[config.mk]
export PLATFORM = sky130hd
export DESIGN_NAME = pipe_stall_ctrl
export DESIGN_NICKNAME = d
export VERILOG_FILES = /design/src/rtl/pipe_stall_ctrl.sv
export SDC_FILE = /design/constraint.sdc
export NUM_CORES = 1
export LEC_CHECK = 0
export ABC_CLOCK_PERIOD_IN_PS = 4850
export CAP_MARGIN = 20
export CORE_MARGIN = 3
export CORE_UTILIZATION = 35
export DETAILED_ROUTE_END_ITERATION = 7
export PLACE_DENSITY_LB_ADDON = 0.2
export SETUP_SLACK_MARGIN = 0.1
export SYNTH_ARGS = -nofsm -noshare
export SYNTH_HDL_FRONTEND = slang
export SYNTH_SLANG_ARGS = --single-unit
[constraint.sdc]
create_clock -name clk -period 4.85 [get_ports clk]
set_input_delay 0.97 -clock clk [delete_from_list [all_inputs] [get_ports clk]]
set_output_delay 0.97 -clock clk [all_outputs]
set_load 0.005 [all_outputs]
[src/rtl/pipe_stall_ctrl.sv]
// pipe_stall_ctrl
//   Central stall/flush controller for the 5-stage pipeline. It merges stall
//   requests from ID (load-use), EX (multi-cycle ops) and MEM (bus wait) plus
//   exception flushes into the 6-bit stall vector and the flush pulse.
//   It also owns the EX multi-cycle sequencer, so EX only pulses ex_start.
//
//   stall bit map: [0] PC, [1] IF, [2] ID, [3] EX, [4] MEM, [5] WB; 1 = hold.
//
//   Optional build macro STALL_PERF_EN: when defined, adds saturating
//   performance counters for stall cycles and flush pulses. When undefined,
//   both counter ports read constant zero and no counter flops exist.

module pipe_stall_ctrl #(
  parameter int CNT_W        = 6,
  parameter int DONE_TIMEOUT = 64
) (
  input  logic             clk,
  input  logic             rst,
  input  logic             stallreq_id,
  input  logic             ex_start,
  input  logic [CNT_W-1:0] ex_cnt,
  input  logic             ex_done,
  input  logic             stallreq_mem,
  input  logic             flush_req,
  output logic [5:0]       stall,
  output logic             flush,
  output logic             ex_abort,
  output logic             ex_busy,
  output logic             timeout_err,
  output logic [31:0]      perf_stall_cycles,
  output logic [15:0]      perf_flush_count
);

  // Watchdog counter only has to reach DONE_TIMEOUT-2 (the last WAIT_DONE
  // cycle before the abort), so $clog2(DONE_TIMEOUT) bits are always enough.
  localparam int TMO_W = (DONE_TIMEOUT > 2) ? $clog2(DONE_TIMEOUT) : 1;

  // The start cycle is itself one stall cycle, so the last WAIT_DONE cycle is
  // the one where tmo would step to DONE_TIMEOUT-1; total stall is then
  // exactly DONE_TIMEOUT cycles.
  localparam logic [TMO_W-1:0] TMO_LAST = TMO_W'(DONE_TIMEOUT - 2);

  // Stall levels: each source freezes its own stage and everything upstream.
  localparam logic [5:0] STALL_NONE = 6'b000000;
  localparam logic [5:0] STALL_ID   = 6'b000111;
  localparam logic [5:0] STALL_EX   = 6'b001111;
  localparam logic [5:0] STALL_MEM  = 6'b011111;

  typedef enum logic [1:0] {
    IDLE      = 2'd0,
    EX_CNT    = 2'd1,
    WAIT_DONE = 2'd2
  } state_t;

  state_t             state_r;
  state_t             state_nxt;
  logic [CNT_W-1:0]   rem_r;
  logic [CNT_W-1:0]   rem_nxt;
  logic [TMO_W-1:0]   tmo_r;
  logic [TMO_W-1:0]   tmo_nxt;
  logic               timeout_err_r;

  logic               ex_req;     // EX-level stall wanted this cycle
  logic               abort_s;    // in-flight op cancelled this cycle
  logic               tmo_fire;   // watchdog expires at this edge

  // Next-state logic of the EX multi-cycle sequencer; flush overrides all.
  always_comb begin
    state_nxt = state_r;
    rem_nxt   = rem_r;
    tmo_nxt   = tmo_r;
    ex_req    = 1'b0;
    abort_s   = 1'b0;
    tmo_fire  = 1'b0;

    if (flush_req) begin
      // Any ex_start seen in this cycle is dropped together with the op.
      state_nxt = IDLE;
      rem_nxt   = {CNT_W{1'b0}};
      tmo_nxt   = {TMO_W{1'b0}};
      abort_s   = (state_r != IDLE);
    end else begin
      case (state_r)
        IDLE: begin
          if (ex_start) begin
            ex_req = 1'b1;
            if (ex_cnt == {CNT_W{1'b0}}) begin
              state_nxt = WAIT_DONE;
              tmo_nxt   = {TMO_W{1'b0}};
            end else if (ex_cnt == CNT_W'(1)) begin
              // Single-cycle stall is covered by the start cycle alone.
              state_nxt = IDLE;
            end else begin
              state_nxt = EX_CNT;
              rem_nxt   = ex_cnt - CNT_W'(1);
            end
          end else begin
            // ex_done / ex_cnt without ex_start are ignored here.
            state_nxt = IDLE;
          end
        end

        EX_CNT: begin
          // Keeps counting through MEM stalls: the EX unit itself is running.
          ex_req = 1'b1;
          if (rem_r <= CNT_W'(1)) begin
            state_nxt = IDLE;
            rem_nxt   = {CNT_W{1'b0}};
          end else begin
            rem_nxt   = rem_r - CNT_W'(1);
          end
        end

        WAIT_DONE: begin
          if (ex_done) begin
            // Result is valid now, so EX is released in this very cycle.
            state_nxt = IDLE;
            tmo_nxt   = {TMO_W{1'b0}};
          end else begin
            ex_req = 1'b1;
            if (tmo_r == TMO_LAST) begin
              state_nxt = IDLE;
              tmo_nxt   = {TMO_W{1'b0}};
              abort_s   = 1'b1;
              tmo_fire  = 1'b1;
            end else begin
              tmo_nxt   = tmo_r + TMO_W'(1);
            end
          end
        end

        default: begin
          state_nxt = IDLE;
          rem_nxt   = {CNT_W{1'b0}};
          tmo_nxt   = {TMO_W{1'b0}};
        end
      endcase
    end
  end

  // Sequencer state, counters and the sticky watchdog flag.
  always_ff @(posedge clk) begin
    if (rst) begin
      state_r       <= IDLE;
      rem_r         <= {CNT_W{1'b0}};
      tmo_r         <= {TMO_W{1'b0}};
      timeout_err_r <= 1'b0;
    end else begin
      state_r       <= state_nxt;
      rem_r         <= rem_nxt;
      tmo_r         <= tmo_nxt;
      timeout_err_r <= timeout_err_r | tmo_fire;
    end
  end

  // Priority encode the stall sources; zero-latency to the requesting cycle.
  always_comb begin
    stall    = STALL_NONE;
    flush    = 1'b0;
    ex_abort = 1'b0;
    ex_busy  = 1'b0;

    if (rst) begin
      stall    = STALL_NONE;
      flush    = 1'b0;
      ex_abort = 1'b0;
      ex_busy  = 1'b0;
    end else begin
      ex_abort = abort_s;
      ex_busy  = (state_r != IDLE);
      if (flush_req) begin
        stall = STALL_NONE;
        flush = 1'b1;
      end else if (stallreq_mem) begin
        stall = STALL_MEM;
      end else if (ex_req) begin
        stall = STALL_EX;
      end else if (stallreq_id) begin
        stall = STALL_ID;
      end else begin
        stall = STALL_NONE;
      end
    end
  end

  assign timeout_err = timeout_err_r;

`ifdef STALL_PERF_EN
  logic [31:0] perf_stall_r;
  logic [15:0] perf_flush_r;

  // Saturating counters of stalled cycles and issued flush pulses.
  always_ff @(posedge clk) begin
    if (rst) begin
      perf_stall_r <= 32'd0;
      perf_flush_r <= 16'd0;
    end else begin
      if ((stall != STALL_NONE) && (perf_stall_r != {32{1'b1}})) begin
        perf_stall_r <= perf_stall_r + 32'd1;
      end else begin
        perf_stall_r <= perf_stall_r;
      end
      if (flush && (perf_flush_r != {16{1'b1}})) begin
        perf_flush_r <= perf_flush_r + 16'd1;
      end else begin
        perf_flush_r <= perf_flush_r;
      end
    end
  end

  assign perf_stall_cycles = perf_stall_r;
  assign perf_flush_count  = perf_flush_r;
`else
  assign perf_stall_cycles = 32'd0;
  assign perf_flush_count  = 16'd0;
`endif

endmodule

==> results by group <==
STA
  – Sum Neg Setup Slack: 0 ns
  – Fin crit share: 74.72%
  – Final WS setup: 1.226 ns
  – Max Slew Vio Count: 0
  – Clock period minus worst slack: 3.624 ns
  – Fmax: 0.2759 GHz
  – Final Setup Violations: 0
  – Final hold vios: 0
  – RSZ-0062 raised after global routing: no
  – Clock Skew: 0.002718 ns
  – Worst-margin pin slew: 0.7106 ns
  – Rel. slew slack: 52.56%

Drt
  – Met2 WL: 1383 um
  – Vias per cell: 4.506
  – Antenna viol nets, final: 0
  – WL met3: 160 um
  – Metal1 wirelength: 1222 um
  – Top routing layer in use: met3
  – WL/cell: 11.11 um
  – Wirelength, routed: 2766 um
  – # DRC: 0
  – 1st-iter DRT viols: 18
  – Drt pass-1 iters: 4
  – DR vias: 1122

Die
  – Chip width: 70.40 um
  – DIE AREA: 4955 um2
  – Initial Utilization: 37.93%
  – Die height: 70.40 um
  – Core area: 3826 um2
  – IO Count: 71
  – Row cnt: 22

Synth
  – Cell with the most instances after synthesis: buf_4
  – Yosys cell types: 48
  – Yosys reg bits: 15
  – Synth Flop Type: dfxtp_1
  – Post-synth EDFFs: 0
  – Sequential area share after synthesis: 20.69%
  – Mapped cell area: 1451 um2
  – Cell taking the most area after synthesis: buf_4
  – YS warnings: 0
  – Most instantiated cells after synthesis: 51 x buf_4, 19 x nor2_1, 15 x dfxtp_1
  – Mapped Cells: 183
  – FFs w/ async S/R, synth: 0%
  – Largest cells by area after synthesis: buf_4 26%, dfxtp_1 21%, ha_1 6.0%, nor2_1 4.9%, inv_1 2.6%
  – Syn_area_per_cell: 7.931 um2
  – Yosys top cell area share: 26.38%

Hold path
  – Hold endpoint: timeout_err$_SDFF_PP0_
  – Hold Startpoint: timeout_err$_SDFF_PP0_
  – Hold path cells: 2
  – Worst min path class: flop to flop

Clock tree
  – CTS tree: yes
  – CTS root buf: clkbuf_8
  – Total CTS buffers: 3
  – H-tree Lvls: 1
  – Post-CTS setup buffer count: 0
  – Insertion delay to the later sink of the worst-skew pair: 0.25 ns
  – PostCTS Resize Cnt: 0
  – Clk buf depth: 2
  – Clock sink total: 15
  – Clk slew on worst S/H paths: 0.06 ns
  – Cts-stage hold buffer count: 0

Setup path
  – Worst Path Max Fanout: 3
  – Crit path cell chain: clkdlybuf4s50_1 > nor2_1 > nand2_1 > or3_1 > a21oi_1 > clkdlybuf4s50_1
  – Crit path DAT: 2.65 ns
  – Critical Path End Type: primary output
  – Crit-path max cell delay: 0.52 ns
  – R2R Path End: rem_r[4]$_SDFFE_PP0P_
  – R2R cell count: 7
  – Slowest cell on the critical path: clkdlybuf4s50_1
  – R2r startpoint: rem_r[0]$_SDFFE_PP0P_
  – R2R setup slack: 2.99 ns
  – Critical path class: input port to primary output
  – Critical path's most frequent cell: clkdlybuf4s50_1
  – WP data required: 3.88 ns
  – Startpoint types: input port

Final layout
  – Layout Utilization: 40.45%
  – # diodes: 0
  – Fraction of layout cells with a size suffix above 1: 6.965%
  – Total Nets Final: 222
  – Number of cells in the finished layout apart from fillers: 249
  – Area Overhead vs Synth: 6.638%
  – FILL cells: 422

Placed design
  – Routability-driven placement congestion ratio: 0.8006
  – I/O Buffers: 21
  – Post-Place Setup Slack: 1.220 ns
  – Dpl hpwl: 2240 um
  – Post-Place Cells: 245

Pwr
  – Leakage: 0.6412 nW
  – Power Density: 197.0 nW/um2
  – Worst vdd ir: 204.2 uV
  – Total power: 0.0003049 W

Run
  – Max cap viols: 0

GRT
  – Largest net degree at the start of global routing: 22
  – Vias in the first global route: 921
  – First-pass GRT wire length: 4271 um
  – GR Util All Layers: 10.31%
  – Number of antenna violations at the first check in global routing: 0
  – Gr ovfl total: 0

Run status
  – Status: finished clean
## through the flow
stage | area, um2 | hold slack, ns
floorplan | 1632 | 0.4352
global placement | 1503 | 0.4473
detailed placement | 1503 | 0.4452
CTS | 1548 | 0.4553
global route | 1548 | 0.4833
finish | 1548 | 0.4572
## kinds of logic (layout without fill, tap and decap cells)
group,count (synthesis),in the layout,synth area share [%]
xor gates and xnor gates,8,8,4.827
AOI/OAI and AO/OA,33,33,17.50
and+or+nand+nor,54,54,20.61
adders and majority gates,7,7,6.034
buffers and inverters,65,35,30.09
other,1,49,0.2584
DFF,15,15,20.69
## power breakdown
part / switching [W] / internal, W
sequential: 0.00000521 / 0.000126
combinational: 0.0000405 / 0.0000323
clock: 0.0000427 / 0.0000582
total: 0.0000885 / 0.000216
## worst max-delay path by stage
stage	end	cells after the start	startpoint
global placement	ex_abort	6	ex_done
global route	stall[2]	4	ex_start
finish	ex_abort	6	ex_done
CTS	ex_abort	6	ex_done
detailed placement	ex_abort	6	ex_done
floorplan	stall[1]	4	ex_done
## layout make-up
class | instances | area [um2] | area share [%]
Sequential cell | 15 | 300.3 | 19.40
Timing Repair Buffer | 21 | 210.2 | 13.58
Multi-Input combinational cell | 151 | 894.6 | 57.80
Inverter | 10 | 37.54 | 2.425
Tap cell | 48 | 60.06 | 3.880
Clock buffer | 4 | 45.04 | 2.910
## placed cells by master, fill, tap and decap left out, types with 4 or more instances in the layout
master / n
inv_1: 10
ha_1: 7
conb_1: 49
xnor2_1: 4
nor2_1: 19
nand4_1: 5
dfxtp_1: 15
a21oi_1: 5
nor3_1: 4
o22ai_1: 5
nand2_1: 8
clkdlybuf4s50_1: 21
xor2_1: 4
## sequential cells by signal, summed over array words and instances (netlist names)
signal       count
timeout_err      1
tmo_r            6
state_r          2
rem_r            6
## critical path: cells and delay by family
kind	cells	cell delay [ns]
buf+inv	2	0.92
simple gates	3	0.61
compound gates	1	0.15
## layer usage
| layer | up-vias | GRT usage [%] |
|---|---|---|
| li1 | 572 | - |
| met1 | 517 | 13.73 |
| met2 | 33 | 17.15 |
| met3 | 0 | 3.022 |
| met4 | 0 | 0.6383 |
| met5 | - | 0 |
No activity file was read; power rests on OpenSTA's default activity.
